### src/rtl/fetch_unit.sv
// Instruction fetch unit: credit-limited fetch requests, in-order response pairing,
// redirect with discard of stale responses, and a registered instruction buffer to decode.
module fetch_unit #(
    parameter logic [31:0] RESET_PC = 32'h0000_0000,
    parameter int          DEPTH    = 2
) (
    input  logic        clock,
    input  logic        reset,
    output logic        imem_req_valid,
    output logic [31:0] imem_req_addr,
    input  logic        imem_req_ready,
    input  logic        imem_rsp_valid,
    input  logic [31:0] imem_rsp_data,
    input  logic        redirect_valid,
    input  logic [31:0] redirect_pc,
    output logic        if_valid,
    output logic [31:0] if_pc,
    output logic [31:0] if_instr,
    input  logic        if_ready
);
    localparam int CW = $clog2(DEPTH + 1);
    localparam int PW = $clog2(DEPTH);
    localparam logic [CW-1:0] DEPTH_C  = CW'(DEPTH);
    localparam logic [PW-1:0] LAST_PTR = PW'(DEPTH - 1);

    logic [31:0]   fetch_pc;
    logic [CW-1:0] outstanding;
    logic [CW-1:0] buffered;
    logic [CW-1:0] discard_cnt;
    logic [CW-1:0] outstanding_after_rsp;

    logic [31:0]   addr_mem  [DEPTH];
    logic [31:0]   pc_mem    [DEPTH];
    logic [31:0]   instr_mem [DEPTH];
    logic [PW-1:0] addr_wr, addr_rd;
    logic [PW-1:0] buf_wr, buf_rd;

    logic req_fire;
    logic rsp_fire;
    logic rsp_keep;
    logic if_fire;

    function automatic logic [PW-1:0] ptr_inc(input logic [PW-1:0] p);
        return (p == LAST_PTR) ? '0 : p + 1'b1;
    endfunction

    // Discarded requests keep their credit until their response comes back.
    assign imem_req_valid = !reset && !redirect_valid && ((outstanding + buffered) < DEPTH_C);
    assign imem_req_addr  = fetch_pc;
    assign req_fire       = imem_req_valid && imem_req_ready;

    // A response with nothing outstanding is a protocol error and is ignored.
    assign rsp_fire = !reset && imem_rsp_valid && (outstanding != '0);
    assign rsp_keep = rsp_fire && !redirect_valid && (discard_cnt == '0);
    assign outstanding_after_rsp = outstanding - CW'(rsp_fire);

    assign if_valid = !reset && (buffered != '0);
    assign if_pc    = if_valid ? pc_mem[buf_rd]    : '0;
    assign if_instr = if_valid ? instr_mem[buf_rd] : '0;
    assign if_fire  = if_valid && if_ready && !redirect_valid;

    always_ff @(posedge clock) begin
        if (reset) begin
            fetch_pc    <= RESET_PC;
            outstanding <= '0;
            discard_cnt <= '0;
            addr_wr     <= '0;
            addr_rd     <= '0;
            buffered    <= '0;
            buf_wr      <= '0;
            buf_rd      <= '0;
        end else begin
            if (redirect_valid)
                fetch_pc <= redirect_pc & ~32'h3;
            else if (req_fire)
                fetch_pc <= fetch_pc + 32'd4;

            outstanding <= outstanding_after_rsp + CW'(req_fire);
            if (req_fire) addr_wr <= ptr_inc(addr_wr);
            if (rsp_fire) addr_rd <= ptr_inc(addr_rd);

            // Every request still in flight after this cycle's response is stale.
            if (redirect_valid)
                discard_cnt <= outstanding_after_rsp;
            else if (rsp_fire && discard_cnt != '0)
                discard_cnt <= discard_cnt - 1'b1;

            if (redirect_valid) begin
                buffered <= '0;
                buf_wr   <= '0;
                buf_rd   <= '0;
            end else begin
                if (rsp_keep) buf_wr <= ptr_inc(buf_wr);
                if (if_fire)  buf_rd <= ptr_inc(buf_rd);
                buffered <= buffered + CW'(rsp_keep) - CW'(if_fire);
            end
        end
    end

    // NOTE: storage arrays carry no reset; occupancy counters alone decide what is valid.
    always_ff @(posedge clock) begin
        if (req_fire)
            addr_mem[addr_wr] <= fetch_pc;
        if (rsp_keep) begin
            pc_mem[buf_wr]    <= addr_mem[addr_rd];
            instr_mem[buf_wr] <= imem_rsp_data;
        end
    end
endmodule

### config.mk
export PLATFORM = sky130hd
export DESIGN_NAME = fetch_unit
export DESIGN_NICKNAME = d
export VERILOG_FILES = /design/src/rtl/fetch_unit.sv
export SDC_FILE = /design/constraint.sdc
export NUM_CORES = 1
export LEC_CHECK = 0
export ABC_CLOCK_PERIOD_IN_PS = 21300
export CELL_PAD_IN_SITES_DETAIL_PLACEMENT = 0
export CELL_PAD_IN_SITES_GLOBAL_PLACEMENT = 2
export CORE_AREA = 5 5 160 162
export CTS_CLUSTER_DIAMETER = 40
export DETAILED_ROUTE_END_ITERATION = 8
export DIE_AREA = 0 0 165 167
export PLACE_DENSITY_LB_ADDON = 0.12
export REMOVE_ABC_BUFFERS = 1
export SYNTH_ARGS = -nofsm -noshare
export SYNTH_HDL_FRONTEND = slang
export SYNTH_SLANG_ARGS = --single-unit
### constraint.sdc
create_clock -name clock -period 21.3 [get_ports clock]
set_input_delay 4.26 -clock clock [delete_from_list [all_inputs] [get_ports clock]]
set_output_delay 4.26 -clock clock [all_outputs]
set_load 0.05 [all_outputs]
# Word-level counts from Yosys, hierarchy flattened
# Memories as Yosys holds them, arrays and structs flattened. A register that Yosys moved wholly into a read port is not among the register bits.
# Cells that the tools add are included.
# word_totals
output_inout_bits	98
ramBits	192
mem_count	3
reg_bits	42
inputBits	70
# classes
add_sub_neg	11
magnitude_cmp	1
n_reduce_logical	20
mux	20
# mem_list
name	words	width	rd	rd_clocked_by_memory_dff	wr	line	text
addr_mem	2	32	1	1	1	32	logic [31:0] addr_mem [DEPTH];
instr_mem	2	32	1	1	1	34	logic [31:0] instr_mem [DEPTH];
pc_mem	2	32	1	1	1	33	logic [31:0] pc_mem [DEPTH];
# ops
operator	count
$mux W32	4
$add A32 B3 Y32 const B	1
$mux W1	14
$logic_and A1 B1 Y1	11
$reduce_bool A2 Y1	5
$add A1 B1 Y1 const B	4
$add A2 B1 Y2	2
$mux W2	2
$sub A2 B1 Y2	2
$add A2 B2 Y2	1
$logic_not A1 Y1	2
$logic_not A2 Y1	1
$lt A2 B2 Y1 const B	1
$reduce_or A2 Y1	1
$sub A2 B1 Y2 const B	1

# Longest topological paths before layout
# Gate-level depths: netlist of run 1.
# depth
ltp_word	7
depth_mapped	8
ltp_nobuf	8

# Worst setup path after synthesis of run 1
# OpenSTA, ideal clock, no wires.
# synth_timing
path_type	input-to-output
start	in reset
end	out if_instr[0]
path_stages	5
n_path_buf	2
required_time_ns	17.040
arrival_time_ns	5.622
slack_ns	11.418
cell_sequence	clkbuf_1 > clkinv_1 > o21ai_1 > clkbuf_1 > nor2_1
# synth_via
elab_chain_cells	3
# synth_lines
element	line	text
start: declaration	8	input logic reset,
$logic_not A1 Y1	57	assign if_valid = !reset && (buffered != '0);
$logic_and A1 B1 Y1	57	
$mux W32	59	assign if_instr = if_valid ? instr_mem[buf_rd] : '0;
end: declaration	18	output logic [31:0] if_instr,
# Every way passes these cells.

# Worst setup path after layout of run 1
# layout_timing
start	in reset
end	out if_pc[2]
# layout_via
elab_chain_cells	3
# layout_lines
element	line	text
$logic_not A1 Y1	57	
$logic_and A1 B1 Y1	57	
$mux W32	58	assign if_pc = if_valid ? pc_mem[buf_rd] : '0;
end: declaration	17	output logic [31:0] if_pc,
# Every way passes these cells.

==> metrics.md, run 1 <==
| Metric | Value |
|---|---|
| Clk sink count | 226 |
| Gpl congestion | 0.741 |
| Worst Max-Slew Pin Slew | 1.18 ns |
| Min Tclk post-route | 11.36 ns |
| Clock tree buffer depth | 3 |
| Fin crit share | 0.534 |
| HP Class | register to register |
| Initial antenna violation count | 0 |
| Top-Level Pins | 168 |
| Site Rows | 57 |
| Drt total wl | 21,000 microns |
| Yosys warnings | 0 |
| R2r setup slk | 18.82 ns |
| Worst hold margin | 0.529 ns |
| EDFF count, synth | 184 |
| Reg2Reg Launch Point | imem_req_addr[4]$_SDFFE_PP0P_ |
| Setup_tns | 0 ns |
| Hold Startpoint | imem_req_addr[31]$_SDFFE_PP0P_ |
| ANT cells | 0 |
| Top cells by area, synth | edfxtp_1 60%, dfxtp_1 9.1%, mux2i_1 7.1% |
| Via Count | 5,672 |
| Worst setup SP type | input port |
| Hold endpoint | addr_mem[0][31]$_DFFE_PP_ |
| Hold Vio Cnt, Final | 0 |
| Max Fanout on Critical Path | 63 |
| Critical Path Source | reset |
| CP required | 17.04 ns |
| Die height | 167 microns |
| Status | completed |
| Cell count after placement | 1,109 |
| Vias in the first global route | 5,866 |
| Layout cell share with drive strength beyond 1 | 0.125 |
| Fin util | 0.510 |
| Pwr Density | 89.0 nW/um^2 |
| Fin worst setup slack | 9.94 ns |
| Synth Instances | 645 |
| DR iter-0 viols | 314 |
| Worst Reg2Reg Path Length in Cells | 5 |
| Fillers | 2,134 |
| Sequential fraction of the synthesis area | 0.692 |
| Antenna Violating Nets Remaining | 0 |
| CTS tree | yes |
| Core area | 24,000 sq um |
| FF-to-FF End | imem_req_addr[25]$_SDFFE_PP0P_ |
| Post-Place Worst Slack | 9.85 ns |
| Area after DPL | 11,200 sq um |
| Tot GR Track Use | 0.152 |
| Top_reg_cell synth | edfxtp_1 |
| Root Buffer | clkbuf_16 |
| Clock-pin slew on the worst setup and hold paths | 0.06 ns |
| LEAKAGE | 3.99 nW |
| Total power | 1.09 mW |
| Initial Util | 0.384 |
| Kind of critical path | input port to output pin |
| Total CTS buffers | 30 |
| Die area | 27,600 sq um |
| Clock skew | 0.0131 ns |
| Worst VDD drop | 47.9 uV |
| DP Wirelength | 13,400 microns |
| Largest area contributor in the netlist | edfxtp_1 |
| Worst Path Arrival | 7.10 ns |
| Wirelength per Cell | 18.1 microns |
| Element type at the critical path end | output pin |
| Worst skew pair latency | 0.54 ns |
| Top cell type's share of synthesized area | 0.601 |
| Syn Area/Cell | 14.3 sq um |
| Worst Hold Path Cells | 0 |
| Pin count of the biggest net entering global routing | 64 |
| Port bufs | 161 |
| Post-CTS Hold Buffers | 0 |
| DR pass1 iterations | 5 |
| Count leader, synth | edfxtp_1 |
| Postcts setup bufs | 0 |
| FMAX | 88.0 MHz |
| Syn Std Cell Area | 9200 sq um |
| First-pass GRT wire length | 33,100 microns |
| DIE WIDTH | 165 microns |
| Final Max Tran Viols | 0 |
| Final cell count without fillers | 1,165 |
| Htree depth | 1 |
| Synth unique cells | 47 |
| Post_cts resized | 0 |
| RSZ-0062 raised after global routing | false |
| Maxcap violations | 0 |
| #FFs+latches synth | 226 |
| Setup violators final | 0 |
| Slew margin rel. | 0.214 |
| Post-route cell area | 12,200 sq um |
| Post-route DRC | 0 |
| Final nets | 892 |
| Total gr overflow | 0 |
| Vias per cell | 4.87 |
| Synth cell count leaders | 184 x edfxtp_1, 104 x nor2_1, 65 x mux2i_1, 42 x dfxtp_1, 30 x mux2_2 |
| P&R area growth vs syn | 32.9% |
| Ys async rst share | 0 |
-- layer usage --
layer	GRT usage	share of wire	vias to the layer above	wire length, microns
met5	0	0	-	0
met3	0.0287	0.056	31	1170
met1	0.206	0.44	2743	9280
met4	0.0362	0.016	0	333
met2	0.253	0.49	144	10200
li1	-	-	2754	-
-- where the power goes --
group          switching [mW]  internal (mW)  total (mW)
logic                  0.0453         0.0345      0.0798
registers              0.0120          0.491       0.503
clock network           0.186          0.319       0.505
-- final cells by class --
| cell class | instances | area, sq um | share of cell area |
|---|---|---|---|
| Tap cell | 324 | 405 | 0.0332 |
| Timing Repair Buffer | 172 | 1690 | 0.139 |
| Inverter | 16 | 60.1 | 0.00491 |
| Clock inverter | 17 | 195 | 0.0160 |
| Clock buffer | 39 | 846 | 0.0692 |
| Multi-Input combinational cell | 371 | 2650 | 0.217 |
| Sequential cell | 226 | 6370 | 0.521 |
-- state kept, by name, indices dropped and copies added, names as in the netlist, named ones only --
signal	count
instr_mem	64
addr_mem	60
pc_mem	60
imem_req_addr	30
buffered	2
discard_cnt	2
outstanding	2
addr_rd	1
addr_wr	1
buf_rd	1
buf_wr	1
-- logic make-up after synthesis --
family / share of synthesized area
buf+inv: 0.0237
simple gates: 0.0966
fa+ha+maj: 0.00680
other cells: 0.000408
compound gates: 0.0400
mux: 0.109
xor+xnor: 0.0313
flops: 0.692
-- cell usage in the layout, fill, tap and decap left out, types with 5 or more instances in the layout --
master / synthesis / routed
nand3_1: 11 / 11
and4_1: 5 / 5
xnor2_1: 13 / 13
xor2_1: 18 / 18
nor2_1: 104 / 103
clkdlybuf4s50_1: 0 / 161
edfxtp_1: 184 / 184
clkbuf_16: 0 / 31
dfxtp_1: 42 / 41
nand2_1: 19 / 19
buf_4: 4 / 11
mux2_2: 30 / 30
nand4_1: 14 / 14
nor4_1: 9 / 9
inv_6: 0 / 5
mux2i_1: 65 / 65
and3_1: 7 / 7
ha_1: 5 / 5
a211oi_1: 23 / 23
o21ai_0: 7 / 7
inv_1: 14 / 14
-- critical path, stage by stage --
cell	delay, ns
clkdlybuf4s50_1	0.45
buf_4	0.37
clkinv_1	0.37
o21ai_4	0.12
buf_4	0.59
nor2_1	0.12
clkdlybuf4s50_1	0.76
-- how the worst max path moves through the flow --
stage	endpoint	slack [ns]	cells past startpoint
after CTS	if_pc[11]	9.84	7
final	if_pc[2]	9.94	7
after floorplan	if_valid	10.35	3
after global routing	if_pc[2]	9.68	7
after global placement	if_pc[11]	9.86	7
after detailed placement	if_pc[11]	9.85	7
Note: power is estimated with default switching activity, not from simulation.
==> inputs of run 2 (changes only) <==
--- a/config.mk
+++ b/config.mk
@@ -5,13 +5,13 @@
 export SDC_FILE = /design/constraint.sdc
 export NUM_CORES = 1
 export LEC_CHECK = 0
-export ABC_CLOCK_PERIOD_IN_PS = 21300
+export ABC_CLOCK_PERIOD_IN_PS = 10110
 export CELL_PAD_IN_SITES_DETAIL_PLACEMENT = 0
 export CELL_PAD_IN_SITES_GLOBAL_PLACEMENT = 2
-export CORE_AREA = 5 5 160 162
+export CORE_AREA = 5 5 173 175
 export CTS_CLUSTER_DIAMETER = 40
 export DETAILED_ROUTE_END_ITERATION = 8
-export DIE_AREA = 0 0 165 167
+export DIE_AREA = 0 0 178 180
 export PLACE_DENSITY_LB_ADDON = 0.12
 export REMOVE_ABC_BUFFERS = 1
 export SYNTH_ARGS = -nofsm -noshare
==> constraint.sdc (replaced) <==
create_clock -name clock -period 10.11 [get_ports clock]
set_input_delay 2.022 -clock clock [delete_from_list [all_inputs] [get_ports clock]]
set_output_delay 2.022 -clock clock [all_outputs]
set_load 0.05 [all_outputs]
==> run 2 against run 1 <==
Effect of this change:
- first-iteration DRC count is 26% lower
- combinational power is 120% higher
- non-clock buffer count is 2 higher
- critical endpoint is now if_pc[6]
- utilization fell by 6.7 points
- global-route usage fell by 1.6 points
==> metrics.md, run 2 (synthesis results as in run 1) <==
| Metric | Value |
|---|---|
| Status | completed |
| P_int | 1.93 mW (+130%) |
| Top-Level Pins | 168 (unchanged) |
| Clk sink count | 226 (unchanged) |
| Tot GR Track Use | 0.135 (-0.0165) |
| Core area | 28,300 sq um (+18%) |
| Flop pwr share | 0.426 (-0.036) |
| Maxcap violations | 0 (unchanged) |
| Final cell count without fillers | 1,238 (+6.3%) |
| FMAX | 143 MHz |
| DR pass1 iterations | 4 (-1) |
| Worst skew pair latency | 0.50 ns (-0.04 ns) |
| Post-route cell area | 12,500 sq um (+2.6%) |
| Site Rows | 62 (+8.8%) |
| Worst VDD drop | 118 uV (+150%) |
| Slew margin rel. | 0.495 (+0.281) |
| Pin count of the biggest net entering global routing | 64 (unchanged) |
| Hold Vio Cnt, Final | 0 (unchanged) |
| Total gr overflow | 0 (unchanged) |
| Layout cell share with drive strength beyond 1 | 0.137 (+0.0122) |
| DIE WIDTH | 178 microns (+7.9%) |
| Post-CTS Hold Buffers | 0 (unchanged) |
| Cell count after placement | 1,171 (+5.6%) |
| Die height | 180 microns (+7.8%) |
| Postcts setup bufs | 0 (unchanged) |
| Initial antenna violation count | 1 (+1) |
| Pwr Density | 198 nW/um^2 (+120%) |
| Post-route DRC | 0 (unchanged) |
| Wirelength per Cell | 17.8 microns (-1.4%) |
| First-pass GRT wire length | 34,100 microns (+2.8%) |
| Drt total wl | 22,000 microns (+4.8%) |
| DR iter-0 viols | 232 (-26%) |
| Clock-pin slew on the worst setup and hold paths | 0.04 ns (-0.02 ns) |
| Die area | 32,000 sq um (+16%) |
| Htree depth | 2 (+1) |
| Via Count | 5,750 (+1.4%) |
| Kind of critical path | input port to output pin |
| CTS tree | yes |
| Clock Power Share | 0.505 (+0.041) |
| Comb power frac | 0.069 (-0.004) |
| Vias per cell | 4.64 (-4.6%) |
| RSZ-0062 raised after global routing | false |
| Fin crit share | 0.690 |
| Min Tclk post-route | 6.98 ns |
| Root Buffer | clkbuf_16 |
| Multi-input gate area | 2650 sq um (-0.19%) |
| DP Wirelength | 14,200 microns (+5.6%) |
| LEAKAGE | 4.10 nW (+3.0%) |
| Area after DPL | 11,300 sq um (+0.76%) |
| Vias in the first global route | 5,993 (+2.2%) |
| Post_cts resized | 0 (unchanged) |
| Fillers | 2,510 (+18%) |
| Setup_tns | 0 ns (unchanged) |
| HP Class | register to register |
| Element type at the critical path end | output pin |
| Total power | 2.49 mW (+130%) |
| Largest Register | instr_mem |
| Number of flip-flops in the largest register | 64 (unchanged) |
| Switch share | 0.222 (-0.00226) |
| Port bufs | 161 (unchanged) |
| Worst hold margin | 0.512 ns (-0.0172 ns) |
| Top Registers | instr_mem (64), addr_mem (60), pc_mem (60) |
| Commonest cells after routing, fill and taps aside | 184 x edfxtp_1, 161 x clkdlybuf4s50_1, 103 x nor2_1, 65 x mux2i_1, 41 x dfxtp_1 |
| Commonest non-fill, non-tap cell in the layout | edfxtp_1 |
| Total CTS buffers | 37 (+23%) |
| ANT cells | 0 (unchanged) |
| Max Fanout on Critical Path | 63 (unchanged) |
| Register area | 6370 sq um (unchanged) |
| Worst Max-Slew Pin Slew | 0.757 ns (-0.422 ns) |
| Final Max Tran Viols | 0 (unchanged) |
| Gpl congestion | 0.722 (-2.5%) |
| Final nets | 901 (+1.0%) |
| Worst setup SP type | input port |
| Clock tree buffer depth | 3 (unchanged) |
| Sw power | 0.551 mW (+130%) |
| CP required | 8.09 ns (-8.95 ns) |
| Initial Util | 0.325 (-0.0590) |
| Antenna Violating Nets Remaining | 0 (unchanged) |
| Setup violators final | 0 (unchanged) |
| Clock skew | 0.0123 ns (-0.000795 ns) |
| Worst Path Arrival | 4.96 ns (-2.14 ns) |
| P&R area growth vs syn | 36.4% |
## run 2: cell count changes in the layout (fill, tap and decap cells not counted), sizes merged
cell	before	now
buf	11	13
bufinv	3	4
clkbuf	39	47
clkinv	9	12
clkinvlp	2	4
inv	19	16
## run 2: metal layers
layer / part of all wire / vias to the layer above / global-route usage
li1: - / 2779 / -
met1: 0.42 / 2761 / 0.170
met2: 0.48 / 160 / 0.225
met3: 0.068 / 48 / 0.0357
met4: 0.027 / 2 / 0.0483
met5: 0.00032 / - / 0
## run 2: final cells by class
| class | instances | area share |
|---|---|---|
| Sequential cell | 226 | 0.508 |
| Clock buffer | 47 | 0.0817 |
| Tap cell | 384 | 0.0383 |
| Timing Repair Buffer | 174 | 0.136 |
| Inverter | 16 | 0.00479 |
| Clock inverter | 20 | 0.0202 |
| Multi-Input combinational cell | 371 | 0.211 |
## run 2: stage by stage
| step | worst slack, ns | util |
|---|---|---|
| 3_3_place_gp | 3.11 | 0.398 |
| 5_1_grt | 2.92 | 0.443 |
| 2_1_floorplan | 2.39 | - |
| 3_5_place_dp | 3.06 | 0.398 |
| 6_report | 3.13 | 0.443 |
| 4_1_cts | 3.06 | 0.443 |
## run 2: path summary, 6_finish.rpt
path,startpoint,cells past startpoint,end,slack [ns]
hold / removal,buf_rd$_SDFFE_PP0P_,2,buf_rd$_SDFFE_PP0P_,0.51
setup reg to reg,imem_req_addr[4]$_SDFFE_PP0P_,5,imem_req_addr[25]$_SDFFE_PP0P_,7.57
setup / recovery,reset,7,if_pc[6],3.13
hold reg to reg,buf_rd$_SDFFE_PP0P_,2,buf_rd$_SDFFE_PP0P_,0.51
## run 2: power by group through the flow
stage                     registers, mW  logic [mW]  clock network, mW
after floorplan                    1.10      0.0649                  0
after global placement             1.08       0.171                  0
after detailed placement           1.08       0.174                  0
after CTS                          1.06       0.175               1.29
after global routing               1.06       0.185               1.33
final                              1.06       0.172               1.26
## run 2: critical path, cell delays in order
cell and delay [ns]:
clkdlybuf4s50_1 0.45, buf_4 0.39, clkinv_1 0.40, o21ai_4 0.13, buf_4 0.61, nor2_1 0.18, clkdlybuf4s50_1 0.75
